File: src/rtl/sip_dot_pipe_if.sv
// Beat/result handshake bundle for the 2b x 2b slice dot-product pipe.
// master drives beats and result ready; slave is the pipe.
interface sip_dot_pipe_if #(
   parameter int N_DOT    = 32,
   parameter int BITS_ACC = 24
);
   logic                       i_Valid;
   logic                       o_Ready;
   logic [2*N_DOT-1:0]         i_Act;
   logic [2*N_DOT-1:0]         i_Weight;
   logic                       i_SignI;
   logic                       i_SignW;
   logic [3:0]                 i_Shift;
   logic                       i_Last;
   logic                       o_Valid;
   logic                       i_Ready;
   logic signed [BITS_ACC-1:0] o_Result;

   modport master (
      output i_Valid, i_Act, i_Weight, i_SignI, i_SignW,
      output i_Shift, i_Last, i_Ready,
      input  o_Ready, o_Valid, o_Result
   );

   modport slave (
      input  i_Valid, i_Act, i_Weight, i_SignI, i_SignW,
      input  i_Shift, i_Last, i_Ready,
      output o_Ready, o_Valid, o_Result
   );
endinterface

File: src/rtl/sip_dot_pipe.sv
// Three-stage slice dot product: multiply, tree reduce, shift-accumulate.
// Define SIP_DOT_PIPE_SAT_EN to clamp the accumulator instead of wrapping.
module sip_dot_pipe #(
   parameter int N_DOT         = 32,
   parameter int BITS_PARALLEL = 2,
   parameter int BITS_ACC      = 24
) (
   input logic          i_CLK,
   input logic          i_RST,
   sip_dot_pipe_if.slave bus
);
   localparam int BITS_MUL = 5;
   localparam int BITS_SUM = BITS_MUL + $clog2(N_DOT);

   logic en;

   logic signed [BITS_MUL-1:0] prod1_d [N_DOT];
   logic signed [BITS_MUL-1:0] prod1_q [N_DOT];
   logic                       v1_q, last1_q;
   logic [3:0]                 shift1_q;

   logic signed [BITS_SUM-1:0] sum2_d, sum2_q;
   logic                       v2_q, last2_q;
   logic [3:0]                 shift2_q;

   logic signed [BITS_ACC-1:0] acc_d, acc_q;
   logic signed [BITS_ACC-1:0] result_q;
   logic                       valid_q;

   function automatic logic signed [BITS_MUL-1:0] mul2(
      input logic [BITS_PARALLEL-1:0] a,
      input logic [BITS_PARALLEL-1:0] w,
      input logic                     sa,
      input logic                     sw
   );
      logic signed [BITS_MUL-1:0] ae, we;
      ae = {{(BITS_MUL-BITS_PARALLEL){sa & a[BITS_PARALLEL-1]}}, a};
      we = {{(BITS_MUL-BITS_PARALLEL){sw & w[BITS_PARALLEL-1]}}, w};
      return ae * we;
   endfunction

   // whole pipe advances together; a held result freezes every stage
   assign en          = !valid_q | bus.i_Ready;
   assign bus.o_Ready = en;
   assign bus.o_Valid = valid_q;
   assign bus.o_Result = result_q;

   // per-lane sign-extended slice products
   always_comb begin
      for (int i = 0; i < N_DOT; i++) begin
         prod1_d[i] = mul2(bus.i_Act[BITS_PARALLEL*i +: BITS_PARALLEL],
                           bus.i_Weight[BITS_PARALLEL*i +: BITS_PARALLEL],
                           bus.i_SignI, bus.i_SignW);
      end
   end

   // S1: capture products and beat side-band
   always_ff @(posedge i_CLK or posedge i_RST) begin
      if (i_RST) begin
         v1_q     <= 1'b0;
         last1_q  <= 1'b0;
         shift1_q <= '0;
         for (int i = 0; i < N_DOT; i++) prod1_q[i] <= '0;
      end else if (en) begin
         v1_q     <= bus.i_Valid;
         last1_q  <= bus.i_Last;
         shift1_q <= bus.i_Shift;
         for (int i = 0; i < N_DOT; i++) prod1_q[i] <= prod1_d[i];
      end
   end

   // exact reduction of all lane products, wide enough never to overflow
   always_comb begin
      sum2_d = '0;
      for (int i = 0; i < N_DOT; i++) begin
         sum2_d = sum2_d + BITS_SUM'(prod1_q[i]);
      end
   end

   // S2: capture the tree sum
   always_ff @(posedge i_CLK or posedge i_RST) begin
      if (i_RST) begin
         v2_q     <= 1'b0;
         last2_q  <= 1'b0;
         shift2_q <= '0;
         sum2_q   <= '0;
      end else if (en) begin
         v2_q     <= v1_q;
         last2_q  <= last1_q;
         shift2_q <= shift1_q;
         sum2_q   <= sum2_d;
      end
   end

`ifdef SIP_DOT_PIPE_SAT_EN
   localparam int W = BITS_ACC + 16;
   logic signed [W-1:0] wide;

   // widened accumulate, then clamp to the signed accumulator range
   always_comb begin
      wide = W'(acc_q) + (W'(sum2_q) <<< shift2_q);
      if (wide[W-1:BITS_ACC-1] == {(W-BITS_ACC+1){wide[W-1]}}) begin
         acc_d = wide[BITS_ACC-1:0];
      end else begin
         acc_d = {wide[W-1], {(BITS_ACC-1){~wide[W-1]}}};
      end
   end
`else
   logic signed [BITS_ACC-1:0] addend;

   // modular accumulate; shifted-out bits above the accumulator drop
   always_comb begin
      addend = BITS_ACC'(sum2_q) <<< shift2_q;
      acc_d  = acc_q + addend;
   end
`endif

   // S3: accumulate, publish on last beat, hold while downstream stalls
   always_ff @(posedge i_CLK or posedge i_RST) begin
      if (i_RST) begin
         acc_q    <= '0;
         result_q <= '0;
         valid_q  <= 1'b0;
      end else if (en) begin
         if (v2_q && last2_q) begin
            result_q <= acc_d;
            valid_q  <= 1'b1;
            acc_q    <= '0;
         end else begin
            if (v2_q) acc_q <= acc_d;
            valid_q <= valid_q & ~bus.i_Ready;
         end
      end
   end
endmodule

File: src/flat_wrapper.sv
// flat-port wrapper written by rule: the top's interface ports become plain ports
module sip_dot_pipe_flat 
#(
   parameter int N_DOT         = 32,
   parameter int BITS_PARALLEL = 2,
   parameter int BITS_ACC      = 24
)
  (i_CLK, i_RST, bus_i_Valid, bus_i_Act, bus_i_Weight, bus_i_SignI, bus_i_SignW, bus_i_Shift, bus_i_Last, bus_i_Ready, bus_o_Ready, bus_o_Valid, bus_o_Result);
  sip_dot_pipe_if #(.N_DOT(N_DOT), .BITS_ACC(BITS_ACC)) bus_i ();
  input logic i_CLK;
  input logic i_RST;
  input wire logic [$bits(bus_i.i_Valid)-1:0] bus_i_Valid;
  input wire logic [$bits(bus_i.i_Act)-1:0] bus_i_Act;
  input wire logic [$bits(bus_i.i_Weight)-1:0] bus_i_Weight;
  input wire logic [$bits(bus_i.i_SignI)-1:0] bus_i_SignI;
  input wire logic [$bits(bus_i.i_SignW)-1:0] bus_i_SignW;
  input wire logic [$bits(bus_i.i_Shift)-1:0] bus_i_Shift;
  input wire logic [$bits(bus_i.i_Last)-1:0] bus_i_Last;
  input wire logic [$bits(bus_i.i_Ready)-1:0] bus_i_Ready;
  output wire logic [$bits(bus_i.o_Ready)-1:0] bus_o_Ready;
  output wire logic [$bits(bus_i.o_Valid)-1:0] bus_o_Valid;
  output wire logic [$bits(bus_i.o_Result)-1:0] bus_o_Result;
  assign bus_i.i_Valid = bus_i_Valid;
  assign bus_i.i_Act = bus_i_Act;
  assign bus_i.i_Weight = bus_i_Weight;
  assign bus_i.i_SignI = bus_i_SignI;
  assign bus_i.i_SignW = bus_i_SignW;
  assign bus_i.i_Shift = bus_i_Shift;
  assign bus_i.i_Last = bus_i_Last;
  assign bus_i.i_Ready = bus_i_Ready;
  assign bus_o_Ready = bus_i.o_Ready;
  assign bus_o_Valid = bus_i.o_Valid;
  assign bus_o_Result = bus_i.o_Result;
  sip_dot_pipe #(.N_DOT(N_DOT), .BITS_PARALLEL(BITS_PARALLEL), .BITS_ACC(BITS_ACC)) u_core (.i_CLK(i_CLK), .i_RST(i_RST), .bus(bus_i));
endmodule
File: config.mk
export PLATFORM = sky130hd
export DESIGN_NAME = sip_dot_pipe_flat
export DESIGN_NICKNAME = d
export VERILOG_FILES = /design/src/rtl/sip_dot_pipe_if.sv /design/src/rtl/sip_dot_pipe.sv /design/src/flat_wrapper.sv
export SDC_FILE = /design/constraint.sdc
export NUM_CORES = 1
export LEC_CHECK = 0
export ABC_AREA = 1
export CORE_AREA = 10 10 238 240
export CTS_CLUSTER_DIAMETER = 120
export DETAILED_ROUTE_END_ITERATION = 10
export DIE_AREA = 0 0 248 250
export PLACE_DENSITY = 0.67
export SLEW_MARGIN = 5
export SYNTH_ARGS = -nofsm -noshare
export SYNTH_HDL_FRONTEND = slang
export SYNTH_SLANG_ARGS = --single-unit
File: constraint.sdc
create_clock -name i_CLK -period 9 [get_ports i_CLK]
set_input_delay 0.9 -clock i_CLK [delete_from_list [all_inputs] [get_ports i_CLK]]
set_output_delay 0.9 -clock i_CLK [all_outputs]
set_load 0.005 [all_outputs]
; ---- Word level (Yosys, flattened, before mapping)
; Index checks and enable logic that the tools add are counted.
[totals]
in_bits = 139
ff_bits = 231
[classes]
reduce_logical = 5
bitwise = 67
mul = 32
n_shift = 1
muxes = 3
add_sub_neg = 32
[ops]
columns = cell, count
row1 = 10-bit by 5-bit adder with 10-bit output, 29
row2 = 3-bit by 3-bit multiplier with 5-bit output, 32
row3 = 1-bit AND, 65
row4 = 24-bit two-way mux, 2
row5 = 24-bit adder, 1
row6 = 10-bit by 4-bit <<< shifter with 24-bit output, 1
row7 = 6-bit by 5-bit adder with 7-bit output, 1
row8 = 5-bit by 5-bit adder with 6-bit output, 1
row9 = 2-bit AND reduction, 2
row10 = 2-bit nonzero test, 1
row11 = 1-bit logical AND, 1
row12 = 1-bit zero test, 1
row13 = 1-bit two-way mux, 1
row14 = 1-bit NOT, 1
row15 = 1-bit bitwise OR, 1

; ---- Depth between registers and ports, before layout
[logic_depth]
word_depth = 31
mapped_depth = 30
mapped_depth_nobuf = 30

; ---- Worst setup path after synthesis
; No wires, ideal clock.
[synth_timing]
path_kind = flip-flop to flip-flop
startpoint = register u_core.prod1_q[146] in the netlist's numbering
endpoint = register u_core.sum2_q[8]
path_stages_with_launch = 29
path_buffers = 0
slack_ps = 1852
t_arrival_ps = 7013
setup_time_ps = 136
path_cell_list = dfrtp_1 -> inv_1 -> fa_1 -> inv_1 -> ha_1 -> fa_1 -> nand3_1 -> nand2_1 -> xor2_1 -> fa_1 -> inv_1 -> fa_1 -> fa_1 -> fa_1 -> fa_1 -> fa_1 -> inv_1 -> fa_1 -> inv_1 -> fa_1 -> inv_1 -> ha_1 -> a21oi_1 -> o21ai_0 -> nand2_1 -> nand2_1 -> a21oi_1 -> xor2_1 -> o21ai_0
[synth_between]
elab_chain_len = 30
[synth_rtl]
columns = item, line
row1 = start: declaration, sip_dot_pipe.sv:18  ; logic signed [BITS_MUL-1:0] prod1_q [N_DOT];
row2 = 6-bit by 5-bit adder with 7-bit output, sip_dot_pipe.sv:76  ; sum2_d = sum2_d + BITS_SUM'(prod1_q[i]);
row3 = 10-bit by 5-bit adder with 10-bit output (29 in series), sip_dot_pipe.sv:76
row4 = end signal: assignment, sip_dot_pipe.sv:91  ; sum2_q <= sum2_d;
row5 = end: declaration, sip_dot_pipe.sv:22  ; logic signed [BITS_SUM-1:0] sum2_d, sum2_q;
; No other way between the ends.
; A chain may end at the register's enable or synchronous reset.

; ---- Final worst setup path
; Same ends and word-level chain as after synthesis.

==> impl_results.md <==
* Hold Crit Depth at 2
* Worst Path Arrival at slightly below 8 ns
* Longest Clk Path Bufs at 3
* GRT overflow at 0
* Synth cell types at 37
* Synth Flop Type: dfrtp_1
* FFs w/ async S/R, synth at 100%
* Top post-synthesis cells by count: 808 x nand2_1, 501 x inv_1, 268 x fa_1, 231 x dfrtp_1, 149 x ha_1
* Maximum net fanout on the critical path at 5
* Routed vias/inst at 4.80
* Post-Route WL at 53.6 mm
* Ranking of synthesized cells by area: dfrtp_1 26%, fa_1 24%, nand2_1 14%, inv_1 8.6%, ha_1 8.5%
* Final min period at 7.52 ns
* XOR/XNOR Fraction of Synth Area at 5.14%
* Post-synth top area share at 26.3%
* I/O Buffers at 164
* Cell row count at 84
* Largest family of logic cells by synthesized area: adder cells
* Post-synth EDFFs at 0
* Vias in the first global route at around 18,000
* Final period utilization at 83.6%
* Clock root buffer: clkbuf_16
* Worst Setup End Kind: register
* Compound-Gate Fraction of Synth Area at a little under 5%
* Die height at 250 microns
* Clock Skew at roughly 0.028 ns
* HPWL after DPL at 43.5 mm
* Pin count of the biggest net entering global routing at 123
* Worst skew pair latency at 0.57 ns
* Yosys top cell by area: dfrtp_1
* RSZ-0062 raised after global routing: no
* Worst-margin pin slew at around 1.0 ns
* Yosys warns at 0
* Residual DRC at 0
* CTS Sinks at about 230
* Tightest hold margin at 0.480 ns
* Final Setup Violations at 0
* Post-Syn Area at 0.0220 sq mm
* Post-CTS sizing at 0
* Post-CTS setup buffer count at 0
* Pins Over Slew Limit at 0
* Die extent in x at 248 microns
* Layout Nets at 3,339
* Min-Delay Path Class: reg -> reg
* Post-synthesis simple-gate area fraction at 20.6%
* Avg WL per Cell at 15.4 microns
* DRT Pass-1 Iters at 5
* CTS tree: built
* Routed Antenna Nets at 0
* Multiplexer share of the synthesized area at 0.0456%
* Die ar. at 0.0620 sq mm
* Post-synthesis cell count at 2,648
* Status: finished, final reports clean
* R2r setup slk at 1.48 ns
* Synthesized flop and latch total at roughly 230
* Post-Synth Adder-Cell Area at between 30% and 40%
* Cts hold-fix bufs at 0
* Share of layout cells above drive strength 1 at under 10%
* Global Route Usage Sum at 17.7%
* Count leader, synth: nand2_1
* Syn Nets at 3,204
* Critical Path Max Stage Delay at 0.55 ns
* First-pass GRT wire length at ~90 mm
* H-tree Lvls at 1
* Post-synthesis sequential area ratio at 26.3%
* Startpoint Class: register
* Max Fclk at 133 MHz
* CP max-delay cell: fa_1
* Initial DRC count at 803
* Slew HR at 31.8%
* Layout area overhead at 14.9%
* Core area at 0.0520 sq mm
* Total number of vias at roughly 17,000
* R2R cell count at 28
* Most used cell, CP: fa_1
* N_diodes at 0
* Final hold viol count at 0
* GPL Wtd Cong at between 0.8 and 0.9
* Clock transition at path regs at 0.06 ns
* Initial antenna violation count at 0
* Initial Util at 42.2%
* Crit path kind: reg -> reg
* MaxCap Viol Count at 0
* Top Ports at 165
* Setup TNS at 0 ns
* WP data required at roughly 9.4 ns
* Synth Area per Inst at roughly 8.3 sq um
* CTS Buf Count at 28
## per-stage QoR
stage	std cells	utilization (%)	setup WS [ns]	area, sq um
after floorplan	2648	-	1.77	22000
after global placement	3441	46.5	1.58	24200
after detailed placement	3441	46.5	1.46	24200
after CTS	3493	48.5	1.40	25200
after global routing	3493	48.5	1.09	25200
final	3493	48.5	1.48	25200
## placed cells by master, fill, tap and decap left out, drive strengths merged, types with 73 or more instances in the layout
cell	instances
clkdlybuf4s50	162
nor2	85
nand2	811
xnor2	73
ha	149
fa	268
dfrtp	231
nand3	105
inv	505
o21ai	166
## flip-flops by register name (all words and copies together), names as in the netlist
| register | flops |
|---|---|
| u_core.acc_q | 24 |
| u_core.shift2_q | 4 |
| u_core.prod1_q | 160 |
| u_core.v1_q | 1 |
| u_core.sum2_q | 10 |
| u_core.last2_q | 1 |
| u_core.bus.o_Result | 24 |
| u_core.v2_q | 1 |
| u_core.last1_q | 1 |
| u_core.shift1_q | 4 |
| u_core.bus.o_Valid | 1 |
## final timing paths
path	start	to
setup reg to reg	u_core.prod1_q[146]	u_core.sum2_q[8]
hold reg to reg	u_core.bus.o_Result[16]	u_core.bus.o_Result[16]
min in group asynchronous	i_RST	u_core.bus.o_Result[22]
hold / removal	u_core.bus.o_Result[16]	u_core.bus.o_Result[16]
setup / recovery	u_core.prod1_q[146]	u_core.sum2_q[8]
max in group asynchronous	i_RST	u_core.prod1_q[23]
## critical path: cells and delay by family (launching register included)
kind | cells | cell delay, ns
adder cells (fa/ha/maj) | 12 | 5.47
AO/OA/AOI/OAI | 4 | 0.52
XOR/XNOR | 2 | 0.37
buffers and inverters | 6 | 0.36
flip-flops | 1 | 0.33
AND/OR/NAND/NOR | 4 | 0.31
## layout make-up
cell class | count | area, sq um
clock buffer | 37 | 764
clock inverter | 15 | 270
fill | 4932 | 26800
inverter | 504 | 1900
multi-input combinational | 1847 | 14000
sequential | 231 | 5780
tap | 688 | 861
timing repair buffer | 171 | 1680
## kinds of logic (layout without fill, tap and decap cells)
logic type / Yosys count / in the layout
AO/OA/AOI/OAI: 207 / 207
XOR/XNOR: 129 / 129
adder cells (fa/ha/maj): 417 / 417
buffers and inverters: 570 / 727
flip-flops: 231 / 231
multiplexers: 1 / 1
AND/OR/NAND/NOR: 1093 / 1093
## routing by layer
metal	vias up	part of all wire [%]	wire, microns	track usage (%)
met2	235	53	28400	32.4
met3	68	2.9	1530	1.89
met5	-	0	0	0
met4	0	1.9	1030	3.50
li1	8231	-	-	-
met1	8248	42	22600	21.9
Power is left out: the tool's default activity adds up to more than one toggle a clock period on the data nets, which glitch-free logic cannot reach.
